`config.mk`:
```
export PLATFORM = sky130hd
export DESIGN_NAME = serial_cmp_6bit
export DESIGN_NICKNAME = d
export VERILOG_FILES = /design/src/rtl/serial_cmp_6bit.sv
export SDC_FILE = /design/constraint.sdc
export NUM_CORES = 1
export LEC_CHECK = 0
export CELL_PAD_IN_SITES_DETAIL_PLACEMENT = 2
export CELL_PAD_IN_SITES_GLOBAL_PLACEMENT = 2
export CORE_MARGIN = 4
export CORE_UTILIZATION = 29
export DETAILED_ROUTE_END_ITERATION = 6
export PLACE_DENSITY_LB_ADDON = 0.25
export SLEW_MARGIN = 20
export SYNTH_ARGS = -nofsm -noshare
export SYNTH_HDL_FRONTEND = slang
export SYNTH_SLANG_ARGS = --single-unit
```
`constraint.sdc`:
```
create_clock -name clk -period 2.2 [get_ports clk]
set_input_delay 0.55 -clock clk [delete_from_list [all_inputs] [get_ports clk]]
set_output_delay 0.55 -clock clk [all_outputs]
set_load 0.02 [all_outputs]
```
`src/rtl/serial_cmp_6bit.sv`:
```
// Bit-serial unsigned magnitude comparator: scans latched operands LSB-first, one bit per clock,
// and reports the selected relation (GTE/LT/EQ/NE) in X[0] with a start/busy/done handshake.
module serial_cmp_6bit #(
  parameter int WIDTH = 6
) (
  input  logic             clk,
  input  logic             rst,
  input  logic             start,
  input  logic [WIDTH-1:0] A,
  input  logic [WIDTH-1:0] B,
  input  logic [1:0]       op,
  output logic             busy,
  output logic             done,
  output logic [5:0]       X
);

  localparam int CW = (WIDTH > 1) ? $clog2(WIDTH) : 1;
  localparam logic [CW-1:0] LAST = CW'(WIDTH - 1);

  typedef enum logic [1:0] {IDLE, SCAN, DONE} state_t;

  state_t           state, state_nxt;
  logic [WIDTH-1:0] sa, sb;
  logic [1:0]       sop;
  logic [CW-1:0]    cnt;
  logic             gt, eq;
  logic             gt_nxt, eq_nxt;
  logic             res;
  logic             x_bit;
  logic             accept;
  logic             last_bit;

  assign accept   = start && (state == IDLE || state == DONE);
  assign last_bit = (state == SCAN) && (cnt == LAST);

  // Later bits are more significant, so any difference seen now overrides earlier ones.
  always_comb begin
    gt_nxt = (sa[0] != sb[0]) ? sa[0] : gt;
    eq_nxt = eq & (sa[0] == sb[0]);
  end

  always_comb begin
    res = 1'b0;
    unique case (sop)
      2'b00: res = gt_nxt | eq_nxt;
      2'b01: res = ~(gt_nxt | eq_nxt);
      2'b10: res = eq_nxt;
      2'b11: res = ~eq_nxt;
      default: res = 1'b0;
    endcase
  end

  always_ff @(posedge clk) begin
    if (rst) state <= IDLE;
    else     state <= state_nxt;
  end

  always_comb begin
    state_nxt = state;
    unique case (state)
      IDLE:    if (start) state_nxt = SCAN;
      SCAN:    if (cnt == LAST) state_nxt = DONE;
      DONE:    state_nxt = start ? SCAN : IDLE;
      default: state_nxt = IDLE;
    endcase
  end

  always_comb begin
    busy = (state == SCAN);
    done = (state == DONE);
  end

  always_ff @(posedge clk) begin
    if (rst) begin
      sa    <= '0;
      sb    <= '0;
      sop   <= '0;
      cnt   <= '0;
      gt    <= 1'b0;
      eq    <= 1'b0;
      x_bit <= 1'b0;
    end else if (accept) begin
      sa  <= A;
      sb  <= B;
      sop <= op;
      cnt <= '0;
      gt  <= 1'b0;
      eq  <= 1'b1;
    end else if (state == SCAN) begin
      sa  <= sa >> 1;
      sb  <= sb >> 1;
      cnt <= cnt + 1'b1;
      gt  <= gt_nxt;
      eq  <= eq_nxt;
      if (last_bit) x_bit <= res;
    end
  end

  assign X = {5'b0, x_bit};

endmodule
```
==> flow_summary.json <==
{
  "internal_power_w": 0.000603,
  "synth.distinct_cells": 29,
  "path_clk_slew_ns": 0.13,
  "synthMuxAreaShare_pct": 1.02,
  "dr_total_vias": 888,
  "root_buffer": "clkbuf_4",
  "power_frac_clock_pct": 27.0,
  "synth_warnings": 0,
  "cts_sinks": 22,
  "ios": 25,
  "yosys-top-cells-area": "dfxtp_1 45%, nand2_1 6.9%, nor2_1 5.4%, nor3_1 4.6%, buf_4 4.6%",
  "clock_latency_ns": 0.31,
  "grt_pass1_wl_mm": 4.64,
  "synth_area_um2": 978,
  "layout-drive-gt1-share_pct": 10.8,
  "path_class": "reg2out",
  "grt_antenna_before_repair": 0,
  "drv_slew": 0,
  "worstSetupStartpointType": "flip-flop",
  "grt_start_max_net_pins": 17,
  "core_um2": 3130,
  "die-area_um2": 4370,
  "nets": 159,
  "routed_wirelength_mm": 2.57,
  "p_seq_share_pct": 53.8,
  "p_per_area_nw_per_um2": 658,
  "drc_errors": 0,
  "syn_inst": 117,
  "critPathArrivalTime_ns": 1.54,
  "period_needed_ns": 2.09,
  "die_w_um": 66.1,
  "endpoint_kind": "output pin",
  "p_comb_share_pct": 19.2,
  "htreeDepth": 1,
  "status": "finished, final reports clean",
  "hold_viol": 0,
  "post-route-period-util_pct": 95.0,
  "synth_top_area_share_pct": 45.0,
  "dp.cells": 179,
  "syn_to_final_growth_pct": 28.6,
  "syn_avg_cell_area_um2": 8.36,
  "clockBufferDepth": 2,
  "synth_compound_area_share_pct": 17.6,
  "drt_iter0_drc": 18,
  "start_util_pct": 31.3,
  "grt_pass1_vias": 1013,
  "cap_violations": 0,
  "switchingPower_w": 0.000226,
  "rsz0062_at_grt": "no",
  "finalSetupViolCount": 0,
  "synthDominantAreaCellType": "dfxtp_1",
  "synth_xor_area_share_pct": 1.79,
  "vias_per_cell": 4.85,
  "n_antenna_cell": 0,
  "synth_top_family_by_area": "simple AND/OR/NAND/NOR gates",
  "fmax_mhz": 479,
  "finish.utilization_pct": 40.2,
  "die_y_um": 66.1,
  "gp_congestion": 0.730,
  "fin_cells": 183,
  "rows": 20,
  "cts_hold_buf": 0,
  "grt_overflow": 0,
  "synth_edf_count": 0,
  "dr.pass1.iters": 4,
  "vdd_drop_max_mv": 0.355,
  "antenna_left": 0,
  "cts_tree": "done",
  "switching_share_pct": 27.3,
  "crit_fanout": 12,
  "dp_hpwl_mm": 1.97,
  "finClkSkew_ns": 0.0104,
  "async_reset_ff_share_pct": 0,
  "numCtsBuffers": 3,
  "r2r_slack_ns": 0.69,
  "gr-usage-all-layers_pct": 13.5,
  "cp_data_required_time_ns": 1.65,
  "synthFlopType": "dfxtp_1",
  "port_buffers": 19,
  "wire_per_inst_um": 14.0,
  "min_path_type": "reg2reg",
  "totalPowerFinal_w": 0.000829,
  "synth_fa_ha_area_share_pct": 2.56,
  "power_leakage_nw": 0.481,
  "synthSimpleGateAreaFrac_pct": 23.7,
  "ys_seq_area_share_pct": 45.0,
  "ys_ff_latch": 22,
  "tns_ns": 0,
  "fillers": 350
}
-- placed cells by master (no fill, tap or decap), types with 2 or more instances in the layout --
cell	n
o21ai_1	2
dfxtp_1	21
conb_1	5
nor2b_1	3
a21oi_1	8
nor3_1	9
nand2_1	18
clkdlybuf4s50_1	19
nor2_1	14
buf_4	7
a22oi_1	4
ha_1	2
a311oi_1	5
clkbuf_4	3
o22ai_1	3
-- through the flow --
stage | setup WS [ns] | hold slack [ns] | instance area (um^2)
global route | 0.0216 | 0.512 | 1260
detailed placement | 0.321 | 0.477 | 1220
CTS | 0.0470 | 0.493 | 1260
finish | 0.111 | 0.485 | 1260
global placement | 0.394 | 0.448 | 1220
floorplan | 0.809 | 0.437 | 993
-- repair_timing --
item | 4_1_cts | 5_1_grt
gates resized for setup | 0 | 1
setup buffers | 0 | 0
endpoints found under the setup margin | 0 | 1
-- cell type report --
type                    instances  area (um^2)  share of cell area, %
clock buffers                   4         36.3                   2.88
inverters                       2         7.51                  0.596
well taps                      44         55.1                   4.37
repair buffers                 26          243                   19.3
multi-input cells              85          475                   37.8
flip-flops and latches         22          442                   35.1
-- Yosys cell counts, types with 2 or more instances --
| cell | count |
|---|---|
| nor2_1 | 14 |
| buf_4 | 6 |
| a22oi_1 | 4 |
| a311oi_1 | 5 |
| buf_2 | 2 |
| clkbuf_1 | 4 |
| dfxtp_1 | 22 |
| o21ai_1 | 2 |
| nand2_1 | 18 |
| a21oi_1 | 8 |
| nor2b_1 | 3 |
| ha_1 | 2 |
| nor3_1 | 9 |
| o22ai_1 | 3 |
-- power by group through the flow --
stage                     clock (W)  sequential [W]  combinational, W
after global placement            0        0.000452          0.000153
after global routing       0.000250        0.000451          0.000181
after CTS                  0.000234        0.000446          0.000162
after detailed placement          0        0.000455          0.000161
final                      0.000223        0.000446          0.000159
after floorplan                   0        0.000449         0.0000997
-- cell families after synthesis --
logic type | count (synthesis)
multiplexers | 1
adder cells (fa/ha/maj) | 2
AO/OA/AOI/OAI | 26
AND/OR/NAND/NOR | 49
buffers and inverters | 14
flip-flops | 22
other | 1
XOR/XNOR | 2
-- critical path, stage by stage, from the launching register on --
cell             delay, ns
dfxtp_1               0.33
nand2b_4              0.22
inv_2                 0.08
clkdlybuf4s50_1       0.59
-- final timing paths --
path              endpoint  startpoint  depth (start not counted)
hold / removal      sop[1]      sop[1]                          2
setup / recovery      busy    state[1]                          3
setup reg to reg     x_bit       sb[0]                          4
hold reg to reg     sop[1]      sop[1]                          2
-- layer usage --
layer | wire length (um) | track usage [%]
met5 | 0 | 0
met4 | 13 | 2.03
met3 | 111 | 4.08
met2 | 1300 | 24.0
met1 | 1150 | 16.1
-- state kept, by name (all words and copies together), names as in the netlist --
name	count
cnt	3
sop	2
gt	1
eq	1
x_bit	1
sb	6
state	2
sa	6
Note: power is estimated with default switching activity, not from simulation.
